===== src/rtl/sys_btn_pkg.sv =====
// Shared limits, defaults and helpers for the board button conditioner.
package sys_btn_pkg;

  localparam int SYS_BTN_MAX_CH  = 16;
  localparam int SYS_BTN_MAX_DEB = 16;
  // 50 MHz clk_sys / 100000 -> one sample tick every 2 ms
  localparam int SYS_BTN_DEF_DIV = 100000;

  typedef struct packed {
    logic level;
    logic press;
    logic rel;
    logic lng;
  } sys_btn_chan_out_t;

  // Bits needed to hold 0..value-1, never less than 1.
  function automatic int sys_btn_clog2(input int value);
    int r;
    r = 0;
    for (int i = 0; i < 31; i++) begin
      if ((32'sd1 << i) < value) r = i + 1;
    end
    return (r < 1) ? 1 : r;
  endfunction

endpackage


===== src/rtl/sys_btn_chan.sv =====
// One debounced button channel: sample shift register, level, edge pulses
// and (with SYS_BTN_LONGPRESS_EN) a saturating long-press counter.
module sys_btn_chan
  import sys_btn_pkg::*;
#(
  parameter int DEB_LEN = 8
`ifdef SYS_BTN_LONGPRESS_EN
  ,
  parameter int LONG_TICKS = 2000
`endif
) (
  input  logic              clk_sys,
  input  logic              reset,
  input  logic              tick,
  input  logic              sample,
  output sys_btn_chan_out_t chan_out
);

  logic [DEB_LEN-1:0] sh_reg;
  logic [DEB_LEN-1:0] sh_next;
  logic               level_reg;
  logic               level_next;
  logic               prev_level_reg;
  logic               long_pulse;

  // Level only moves once the whole window agrees; mixed windows hold it.
  always_comb begin
    sh_next    = sh_reg;
    level_next = level_reg;
    if (tick) begin
      sh_next = {sh_reg[DEB_LEN-2:0], sample};
      if (&sh_next) begin
        level_next = 1'b1;
      end else if (~|sh_next) begin
        level_next = 1'b0;
      end
    end
  end

  always_ff @(posedge clk_sys) begin
    if (reset) begin
      sh_reg         <= '0;
      level_reg      <= 1'b0;
      prev_level_reg <= 1'b0;
    end else begin
      sh_reg         <= sh_next;
      level_reg      <= level_next;
      prev_level_reg <= level_reg;
    end
  end

`ifdef SYS_BTN_LONGPRESS_EN
  localparam int LP_W = sys_btn_clog2(LONG_TICKS + 1);
  localparam logic [LP_W-1:0] LP_MAX = LP_W'(LONG_TICKS);

  logic [LP_W-1:0] lp_cnt_reg;
  logic            long_reg;

  // Counts ticks spent pressed; fires once on reaching LP_MAX, then sticks.
  always_ff @(posedge clk_sys) begin
    if (reset) begin
      lp_cnt_reg <= '0;
      long_reg   <= 1'b0;
    end else begin
      long_reg <= 1'b0;
      if (tick) begin
        if (!level_next) begin
          lp_cnt_reg <= '0;
        end else if (level_reg && (lp_cnt_reg != LP_MAX)) begin
          lp_cnt_reg <= lp_cnt_reg + LP_W'(1);
          long_reg   <= (lp_cnt_reg == (LP_MAX - LP_W'(1)));
        end
      end
    end
  end

  assign long_pulse = long_reg & ~reset;
`else
  assign long_pulse = 1'b0;
`endif

  always_comb begin
    chan_out.level = level_reg;
    chan_out.press = level_reg & ~prev_level_reg & ~reset;
    chan_out.rel   = ~level_reg & prev_level_reg & ~reset;
    chan_out.lng   = long_pulse;
  end

endmodule


===== src/rtl/sys_btn_debounce.sv =====
// Multi-channel button conditioner: 2-flop synchronisers, shared prescaled
// sample tick and N_CH debounce channels. SYS_BTN_LONGPRESS_EN enables btn_long.
module sys_btn_debounce
  import sys_btn_pkg::*;
#(
  parameter int N_CH       = 2,
  parameter int DIV        = SYS_BTN_DEF_DIV,
  parameter int DEB_LEN    = 8,
  parameter int ACTIVE_LOW = 1,
  parameter int LONG_TICKS = 2000
) (
  input  logic            clk_sys,
  input  logic            reset,
  input  logic [N_CH-1:0] btn_raw,
  output logic [N_CH-1:0] btn_level,
  output logic [N_CH-1:0] btn_press,
  output logic [N_CH-1:0] btn_release,
  output logic [N_CH-1:0] btn_long,
  output logic            tick
);

  localparam int DIV_W = sys_btn_clog2(DIV);
  localparam logic [DIV_W-1:0] DIV_LAST = DIV_W'(DIV - 1);

  if (N_CH < 1 || N_CH > SYS_BTN_MAX_CH || DIV < 2 || DEB_LEN < 2 ||
      DEB_LEN > SYS_BTN_MAX_DEB || LONG_TICKS < 1) begin : g_bad_params
    $error("sys_btn_debounce: parameter out of range");
  end

  logic [DIV_W-1:0] div_cnt_reg;
  logic [N_CH-1:0]  sync1_reg;
  logic [N_CH-1:0]  sync2_reg;
  logic [N_CH-1:0]  sample;

  always_ff @(posedge clk_sys) begin
    if (reset) begin
      div_cnt_reg <= '0;
    end else if (div_cnt_reg == DIV_LAST) begin
      div_cnt_reg <= '0;
    end else begin
      div_cnt_reg <= div_cnt_reg + DIV_W'(1);
    end
  end

  assign tick = (div_cnt_reg == DIV_LAST);

  always_ff @(posedge clk_sys) begin
    if (reset) begin
      sync1_reg <= '0;
      sync2_reg <= '0;
    end else begin
      sync1_reg <= btn_raw;
      sync2_reg <= sync1_reg;
    end
  end

  // Polarity is fixed after the synchroniser so the flops stay plain copies.
  assign sample = (ACTIVE_LOW != 0) ? ~sync2_reg : sync2_reg;

  for (genvar gi = 0; gi < N_CH; gi++) begin : g_chan
    sys_btn_chan_out_t chan_out;

    sys_btn_chan #(
      .DEB_LEN    (DEB_LEN)
`ifdef SYS_BTN_LONGPRESS_EN
      ,
      .LONG_TICKS (LONG_TICKS)
`endif
    ) u_chan (
      .clk_sys  (clk_sys),
      .reset    (reset),
      .tick     (tick),
      .sample   (sample[gi]),
      .chan_out (chan_out)
    );

    assign btn_level[gi]   = chan_out.level;
    assign btn_press[gi]   = chan_out.press;
    assign btn_release[gi] = chan_out.rel;
    assign btn_long[gi]    = chan_out.lng;
  end

endmodule


===== config.mk =====
export PLATFORM = sky130hd
export DESIGN_NAME = sys_btn_debounce
export DESIGN_NICKNAME = d
export VERILOG_FILES = /design/src/rtl/sys_btn_pkg.sv /design/src/rtl/sys_btn_chan.sv /design/src/rtl/sys_btn_debounce.sv
export SDC_FILE = /design/constraint.sdc
export NUM_CORES = 1
export LEC_CHECK = 0
export BUFFER_PORTS_ARGS = -buffer_cell sky130_fd_sc_hd__buf_2
export CAP_MARGIN = 20
export CORE_MARGIN = 4
export CORE_UTILIZATION = 58
export DETAILED_ROUTE_END_ITERATION = 8
export GPL_TIMING_DRIVEN = 0
export PLACE_DENSITY = 0.85
export SKIP_CTS_REPAIR_TIMING = 1
export SYNTH_ARGS = -nofsm -noshare
export SYNTH_HDL_FRONTEND = slang
export SYNTH_SLANG_ARGS = --single-unit
export TNS_END_PERCENT = 100

===== constraint.sdc =====
create_clock -name clk_sys -period 2.2 [get_ports clk_sys]
set_input_delay 0.22 -clock clk_sys [delete_from_list [all_inputs] [get_ports clk_sys]]
set_output_delay 0.22 -clock clk_sys [all_outputs]
set_load 0.005 [all_outputs]

==> qor.csv <==
metric,value,unit
outcome,"complete, no violations",
PnR worst setup slack,0.2525,ns
CTS sink count,39,
fin area,0.001829,mm²
Leak,0.7356,nW
CORE AREA,0.002758,mm²
remaining global-route overflow,0,
Yosys top cell by area,dfxtp_1,
FMAX,513.5,MHz
Die ar.,0.003837,mm²
number of global-route vias before repair,1264,
First-pass DRT Iterations,4,
synth top area cells,"dfxtp_1 (46%), mux2i_1 (7.1%), nor2_1 (6.4%)",
Critical Path End Type,register,
nets,202,
Placed Instances,221,
Place WS,0.2522,ns
Area Growth Syn to Fin,8.376,%
post-DR vias/cell,5.734,
DRC,0,
first-pass GRT wire length,5071,µm
Worst Skew,0.01520,ns
Yosys cell types,35,
Max Root-Sink Buffers,2,
remaining antenna violation count after routing,0,
clock latency on the worst-skew pair,0.34,ns
clock root cell,clkbuf_4,
Syn. warnings,0,
Worst Path Required,2.41,ns
"delay-heaviest family, CP",simple AND/OR/NAND/NOR gates,
Routability Congestion,0.8673,
min cycle time layout,1.947,ns
WP data arrival,2.16,ns
Fin. Hold Viols,0,
Initial DRC Count,62,
register bit count reported by yosys,39,
Worst path max stage delay,0.42,ns
Post-Syn Area,0.001688,mm²
H-tree depth,2,
total track usage,17.75,%
Finished Layout Cells,229,
post-synth top area share,46.26,%
n_diodes,0,
Starting Density,61.21,%
Critical Path Start,div_cnt_reg[0],
unrepaired setup endpoints after global routing,no,
Top-Level Pins,13,
Via Count,1313,
die height,61.95,µm
worst hold slack,0.07061,ns
Pwr Density,607.2,mW/mm²
Worst VDD drop,0.5661,mV
floorplan row count,19,
share of layout cells above drive strength 1,15.15,%
Inserted Clock Buffers,5,
Slew Limit Fails,0,
Worst Hold Class,input port to register,
final setup fails,0,
Largest register FFs,17,
CP Max Fanout,10,
sequential share of the synthesized area,46.26,%
startpoint of the worst hold path,reset,
antenna violations before repair,0,
Synth Area per Inst,9.377,µm²
pin count of the biggest net entering global routing,13,
final worst-path cycle share,88.52,%
Final HPWL DP,2196,µm
Bufs and invs on worst path,1,
Post-DP Area,0.001775,mm²
"CTS clk-pin slew, worst paths",0.12,ns
Startpoint Class,register,
total wire length,3024,µm
CTS tree,built,
mean routed wirelength per cell,13.21,µm
Synth Instances,180,
crit path cell chain,"ha_1, and4_1, nand4_1, nand2b_1, clkbuf_1, nor2_1",
Critical Path Slowest Stage Cell,dfxtp_1,
Max Cap Viol,0,
number of I/O port buffers,9,
Die W,61.95,µm
FF-to-FF Start,div_cnt_reg[0],
critical path class,register to register,
TNS Setup,0,ns
[through the flow]
stage	utilization, %	power (mW)
floorplan	-	0.7634
global placement	64.38	0.7715
detailed placement	64.38	0.7732
CTS	66.33	1.114
global route	66.33	1.147
finish	66.33	1.111
[worst paths after layout]
| kind | endpoint | slack [ns] | cells past startpoint |
|---|---|---|---|
| setup reg to reg | div_cnt_reg[7] | 0.25 | 6 |
| hold / removal | sync1_reg[0] | 0.07 | 2 |
| hold reg to reg | sync2_reg[0] | 0.46 | 1 |
| setup / recovery | div_cnt_reg[7] | 0.25 | 6 |
[cell type report]
cell class,instances,area (µm²)
fillers,237,928.4
inverters,3,11.26
flip-flops and latches,39,780.7
clock inverters,2,12.51
repair buffers,9,45.04
clock buffers,6,41.29
well taps,31,38.79
multi-input cells,127,820.8
plain buffers,12,78.83
[Yosys cell counts, drive strengths merged]
master and count:
a21oi 4, and4 2, and4b 1, buf 8, clkbuf 4, conb 1
dfxtp 39, ha 1, inv 3, mux2i 12, nand2 8, nand2b 1
nand3 8, nand4 8, nand4b 2, nand4bb 1, nor2 29, nor2b 8
nor3 1, nor3b 2, nor4 6, nor4b 5, o21ai 2, o31ai 2
o41ai 2, or2 2, or3 3, or4 2, xnor2 6, xor2 7
[per-layer routing]
metal	global-route usage [%]	share of wire, %
met1	20.03	44
met5	0	0
met2	30.03	49
met3	4.545	4.8
met4	10.30	2.2
[cells by family after synthesis]
family / Yosys count / share of synthesized area [%]
AOI/OAI and AO/OA: 10 / 3.706
muxes: 12 / 7.117
other: 1 / 0.2222
xor gates and xnor gates: 13 / 6.746
DFF: 39 / 46.26
adders and majority gates: 1 / 0.7412
buffers and inverters: 15 / 5.337
and+or+nand+nor: 89 / 29.87
[power by group]
part           switching [mW]  total [mW]  internal, mW
clock network           0.230       0.353         0.124
logic                  0.0211      0.0357        0.0146
registers             0.00784       0.722         0.714
[layout by cell type, fill, tap and decap left out]
cell        synthesis  layout
nand4b_1            2       2
mux2i_1            12      12
o41ai_1             2       2
nor3b_1             2       2
clkinv_2            0       1
nor4_1              6       6
and4_1              2       2
buf_6               2       2
clkbuf_1            3       4
clkbuf_2            1       1
clkbuf_4            0       5
dfxtp_1            39      39
xnor2_1             6       6
nand3_1             6       6
nor4b_1             5       5
buf_2               2      11
nand2_1             8       8
nor3_1              1       1
a21oi_1             4       4
o21ai_0             2       2
inv_1               3       3
and4b_1             1       1
nand2b_1            1       1
nand4bb_1           1       1
clkinvlp_4          0       1
or3_4               1       1
nor2_1             29      29
conb_1              1       2
xor2_1              7       7
o31ai_1             2       2
nor2b_1             8       8
ha_1                1       1
or4_1               2       2
or2_2               2       2
nand3_2             2       2
nand4_1             8       8
or3_1               2       2
buf_4               4       4
No activity file was read; power rests on OpenSTA's default activity.
